File: config.mk
export PLATFORM = sky130hd
export DESIGN_NAME = load_unit
export DESIGN_NICKNAME = d
export VERILOG_FILES = /design/src/rtl/load_unit.sv
export SDC_FILE = /design/constraint.sdc
export NUM_CORES = 1
export LEC_CHECK = 0
export CORE_ASPECT_RATIO = 1.4
export CORE_MARGIN = 2
export CORE_UTILIZATION = 42
export CTS_BUF_LIST = sky130_fd_sc_hd__clkbuf_2 sky130_fd_sc_hd__clkbuf_4 sky130_fd_sc_hd__clkbuf_8
export CTS_CLUSTER_SIZE = 8
export DETAILED_ROUTE_END_ITERATION = 8
export PLACE_DENSITY_LB_ADDON = 0.08
export SYNTH_ARGS = -nofsm -noshare
export SYNTH_HDL_FRONTEND = slang
export SYNTH_SLANG_ARGS = --single-unit
File: constraint.sdc
create_clock -name clk -period 4.5 [get_ports clk]
set_input_delay 0.45 -clock clk [delete_from_list [all_inputs] [get_ports clk]]
set_output_delay 0.45 -clock clk [all_outputs]
set_load 0.01 [all_outputs]
File: src/rtl/load_unit.sv
// Multi-cycle load unit: one load in flight, word-aligned read from a fixed-latency
// synchronous memory, byte/half/word lane extraction and sign/zero extension.
module load_unit #(
    parameter int DATA_W  = 32,
    parameter int ADDR_W  = 32,
    parameter int MEM_LAT = 2
) (
    input  logic              clk,
    input  logic              clr,
    input  logic              ld_req,
    input  logic [ADDR_W-1:0] ld_addr,
    input  logic [1:0]        ld_size,
    input  logic              ld_signed,
    output logic              mem_re,
    output logic [ADDR_W-1:0] mem_addr,
    input  logic [DATA_W-1:0] mem_rdata,
    output logic [DATA_W-1:0] ld_data,
    output logic              ld_done,
    output logic              ld_err,
    output logic              busy
);

    // state | meaning
    // IDLE  | waiting for ld_req; inputs sampled only here
    // ISSUE | mem_re/mem_addr presented for one cycle
    // WAIT  | counting down the memory latency
    // DONE  | ld_done pulse; ld_data/ld_err valid
    typedef enum logic [1:0] {
        IDLE  = 2'd0,
        ISSUE = 2'd1,
        WAIT  = 2'd2,
        DONE  = 2'd3
    } state_t;

    localparam int CNT_W = (MEM_LAT > 1) ? $clog2(MEM_LAT) : 1;
    localparam logic [CNT_W-1:0] CNT_LOAD = CNT_W'(MEM_LAT - 1);

    state_t            state;
    state_t            state_nxt;
    logic [CNT_W-1:0]  cnt;
    logic [ADDR_W-1:0] addr_q;
    logic [1:0]        size_q;
    logic              signed_q;
    logic              err_q;

    logic              accept;
    logic              misaligned;
    logic              capture;
    logic [DATA_W-1:0] lane_data;

    always_comb begin
        misaligned = 1'b0;
        case (ld_size)
            2'b00:   misaligned = 1'b0;
            2'b01:   misaligned = ld_addr[0];
            2'b10:   misaligned = (ld_addr[1:0] != 2'b00);
            default: misaligned = 1'b1;
        endcase
    end

    // Lane select uses the latched address, so later ld_addr changes have no effect.
    always_comb begin
        logic [7:0]  byte_lane;
        logic [15:0] half_lane;
        byte_lane = 8'h00;
        half_lane = 16'h0000;
        lane_data = '0;
        case (addr_q[1:0])
            2'd0:    byte_lane = mem_rdata[7:0];
            2'd1:    byte_lane = mem_rdata[15:8];
            2'd2:    byte_lane = mem_rdata[23:16];
            default: byte_lane = mem_rdata[31:24];
        endcase
        half_lane = addr_q[1] ? mem_rdata[31:16] : mem_rdata[15:0];
        case (size_q)
            2'b00:   lane_data = {{(DATA_W-8){signed_q & byte_lane[7]}}, byte_lane};
            2'b01:   lane_data = {{(DATA_W-16){signed_q & half_lane[15]}}, half_lane};
            default: lane_data = mem_rdata;
        endcase
    end

    always_comb begin
        state_nxt = state;
        accept    = 1'b0;
        capture   = 1'b0;
        mem_re    = 1'b0;
        mem_addr  = '0;
        ld_done   = 1'b0;
        ld_err    = 1'b0;
        busy      = (state != IDLE);
        case (state)
            IDLE: begin
                if (ld_req) begin
                    accept    = 1'b1;
                    state_nxt = misaligned ? DONE : ISSUE;
                end
            end
            ISSUE: begin
                mem_re    = 1'b1;
                mem_addr  = {addr_q[ADDR_W-1:2], 2'b00};
                state_nxt = WAIT;
            end
            WAIT: begin
                if (cnt == '0) begin
                    capture   = 1'b1;
                    state_nxt = DONE;
                end
            end
            DONE: begin
                ld_done   = 1'b1;
                ld_err    = err_q;
                state_nxt = IDLE;
            end
            default: state_nxt = IDLE;
        endcase
    end

    always_ff @(posedge clk or posedge clr) begin
        if (clr) begin
            state    <= IDLE;
            cnt      <= '0;
            addr_q   <= '0;
            size_q   <= 2'b00;
            signed_q <= 1'b0;
            err_q    <= 1'b0;
            ld_data  <= '0;
        end else begin
            state <= state_nxt;
            if (accept) begin
                addr_q   <= ld_addr;
                size_q   <= ld_size;
                signed_q <= ld_signed;
                err_q    <= misaligned;
                if (misaligned) begin
                    ld_data <= '0;
                end
            end
            if (state == ISSUE) begin
                cnt <= CNT_LOAD;
            end else if (state == WAIT && cnt != '0) begin
                cnt <= cnt - 1'b1;
            end
            if (capture) begin
                ld_data <= lane_data;
            end
        end
    end

endmodule
==> flow_metrics.py <==
metrics = {
    "route": {
        "antenna_left": 0,
        "vias_per_cell": 5.42,
        "post-route-drc-count": 0,
        "drtIter0Drc": 177,
        "totalWireLength_mm": 9.22,
        "wire_per_inst_um": 17.2,
        "vias": 2909,
        "drt-pass1-iter-count": 5,
    },
    "sta": {
        "final.setup.tns_ps": 0,
        "slew_violations": 0,
        "post-route-min-period_ps": 2890,
        "rsz0062_at_grt": "false",
        "whs_ps": 479,
        "setup_violations": 0,
        "final.period_utilization_pct": 64.2,
        "timing.fmax_mhz": 346,
        "slew_headroom_pct": 31.3,
        "finalClockSkew_ps": 10.4,
        "finalHoldViolations": 0,
        "tightest_slew_ps": 1030,
    },
    "final_layout": {
        "most-common-layout-cells": "clkdlybuf4s50_1, dfrtp_1, and2_1",
        "layout-drive-gt1-share_pct": 5.98,
        "stdcell_count": 537,
        "n_antenna_cell": 0,
        "area_growth_pct": 45.7,
        "final_nets": 505,
        "layout_commonest_cell": "clkdlybuf4s50_1",
        "post-route-util_pct": 62.5,
    },
    "global_route": {
        "grt_usage_pct": 21.0,
        "grt_overflow": 0,
        "antenna_found_initial": 0,
        "grtUsageMet3_pct": 3.73,
        "grt_use_met1_pct": 26.3,
        "grt_pass1_vias": 2853,
        "top_usage_layer": "met2",
        "use_met2_pct": 34.8,
        "grt_pass1_wl_mm": 14.5,
        "grt_max_degree": 43,
    },
    "critical_path": {
        "max_stage_delay_ps": 750,
        "cp.arrival_ps": 2440,
        "cp_slowest_cell": "ha_1",
        "path_cells": "inv_1, ha_1, and2_1, clkdlybuf4s50_1",
        "start_kind": "register",
        "critical_path_class": "reg -> out",
        "crit_family": "adder cells",
        "critPathBufInv": 2,
        "critPathRequiredTime_ps": 4050,
        "path_max_fanout": 32,
        "worst_setup_path_end_kind": "output port",
    },
    "power_and_ir_drop": {
        "p_leak_nw": 2.14,
        "power_per_cell_area_nw_per_um2": 620,
        "p_sw_share_pct": 36.0,
        "power.share.clock_pct": 16.4,
        "pwr-share-comb_pct": 47.2,
        "internal_power_mw": 2.02,
        "power_mw": 3.16,
        "power_frac_seq_pct": 36.5,
        "worst_ir_drop_vdd_uv": 286,
        "p_sw_mw": 1.14,
    },
    "logic_synthesis": {
        "synth_cells": 305,
        "yosysUniqueCellTypes": 42,
        "syn_area_per_cell_um2": 11.5,
        "synthArstFlopShare_pct": 100,
        "synth_edf_count": 0,
        "ys.warnings.count": 0,
        "syn_area_um2": 3500,
        "ys_seq_area_share_pct": 50.8,
        "synth_ff_type": "dfrtp_1",
        "ys_ff_latch": 71,
    },
    "clocking": {
        "numCtsBuffers": 9,
        "cts_tree": "yes",
        "cts_max_level": 3,
        "cts_buffer_depth": 2,
        "cts_hold_buf": 0,
        "clkSinkCount": 71,
        "post_cts_resized": 0,
        "clk_latency_ps": 350,
        "root_buffer": "clkbuf_8",
        "cts_setup_buffers": 0,
        "clk_pin_slew_ps": 80,
    },
    "place": {
        "dpl.cell_count": 521,
        "hpwl_mm": 6.60,
        "port_buffers": 135,
        "place_congestion": 0.790,
    },
    "outcome": {
        "status": "finished clean",
    },
    "job": {
        "maxCapViolCount": 0,
    },
    "floorplan": {
        "ios": 138,
        "initial_core_util_pct": 42.9,
        "die-area_um2": 9080,
        "rows": 39,
        "die_h_um": 112,
        "die_w_um": 81.1,
        "core_um2": 8150,
    },
    "worst_hold_path": {
        "worstHoldPathType": "reg -> reg",
    },
}
[per-layer routing]
layer / routed length [um] / vias to the layer above / part of all wire (%)
met5: 0 / - / 0
met4: 231 / 0 / 2.5
met3: 588 / 13 / 6.4
met2: 4820 / 117 / 52
met1: 3580 / 1414 / 39
li1: - / 1365 / -
[state kept, by name, indices dropped and copies added (netlist names)]
| name | cells |
|---|---|
| cnt | 1 |
| ld_data | 32 |
| signed_q | 1 |
| state | 2 |
| size_q | 2 |
| addr_q | 32 |
| err_q | 1 |
[cell type report]
cell class / count / area (um^2)
fill: 713 / 3050
sequential: 71 / 1780
multi-input combinational: 203 / 1600
timing repair buffer: 137 / 1370
clock buffer: 10 / 131
tap: 102 / 128
clock inverter: 6 / 67.6
inverter: 8 / 30.0
[worst paths after layout]
path | startpoint | end | slack, ps | cells past startpoint
max | state[1]$_DFFE_PP0P_ | mem_addr[24] | 1610 | 4
min | addr_q[11]$_DFFE_PP0P_ | addr_q[11]$_DFFE_PP0P_ | 480 | 1
max reg2reg | size_q[1]$_DFFE_PP0P_ | ld_data[8]$_DFFE_PP0P_ | 1990 | 4
min reg2reg | addr_q[11]$_DFFE_PP0P_ | addr_q[11]$_DFFE_PP0P_ | 480 | 1
max in group asynchronous | clr | ld_data[8]$_DFFE_PP0P_ | 3000 | 3
min in group asynchronous | clr | addr_q[3]$_DFFE_PP0P_ | 590 | 2
[synth_stat cells, types with 3 or more instances]
cell	count	area share, %
o31ai_1	6	1.3
a211oi_1	6	1.3
nand3_1	4	0.57
a21oi_1	10	1.4
dfrtp_1	71	51
nor2b_1	8	1.4
a222oi_1	6	1.7
o21ai_1	3	0.43
ha_1	5	1.8
inv_1	7	0.75
clkbuf_1	17	1.8
nor2_1	8	0.86
nand2_1	12	1.3
nand3b_1	6	1.3
and2_1	39	7.0
a221o_1	18	5.2
buf_1	3	0.32
mux2_1	34	11
a211o_1	12	3.0
[cells by family (layout without fill, tap and decap cells)]
logic type / after synthesis / after routing / synth area share, %
simple gates: 84 / 84 / 13.8
fa+ha+maj: 5 / 5 / 1.79
mux: 37 / 37 / 11.8
buf+inv: 32 / 161 / 3.90
flops: 71 / 71 / 50.8
compound gates: 75 / 75 / 17.7
other cells: 1 / 2 / 0.107
[power by group through the flow]
stage,Combinational [mW],Clock (mW),Sequential [mW]
floorplan,0.877,0,1.10
global placement,1.48,0,1.15
detailed placement,1.51,0,1.16
CTS,1.51,0.528,1.15
global route,1.62,0.555,1.20
finish,1.49,0.516,1.15
[stage by stage]
step | instance area [um^2] | setup slack (ps)
global route | 5090 | 1400
detailed placement | 4900 | 1830
global placement | 4900 | 1870
finish | 5090 | 1610
floorplan | 3500 | 2250
CTS | 5090 | 1510
No activity file was read; power rests on OpenSTA's default activity.
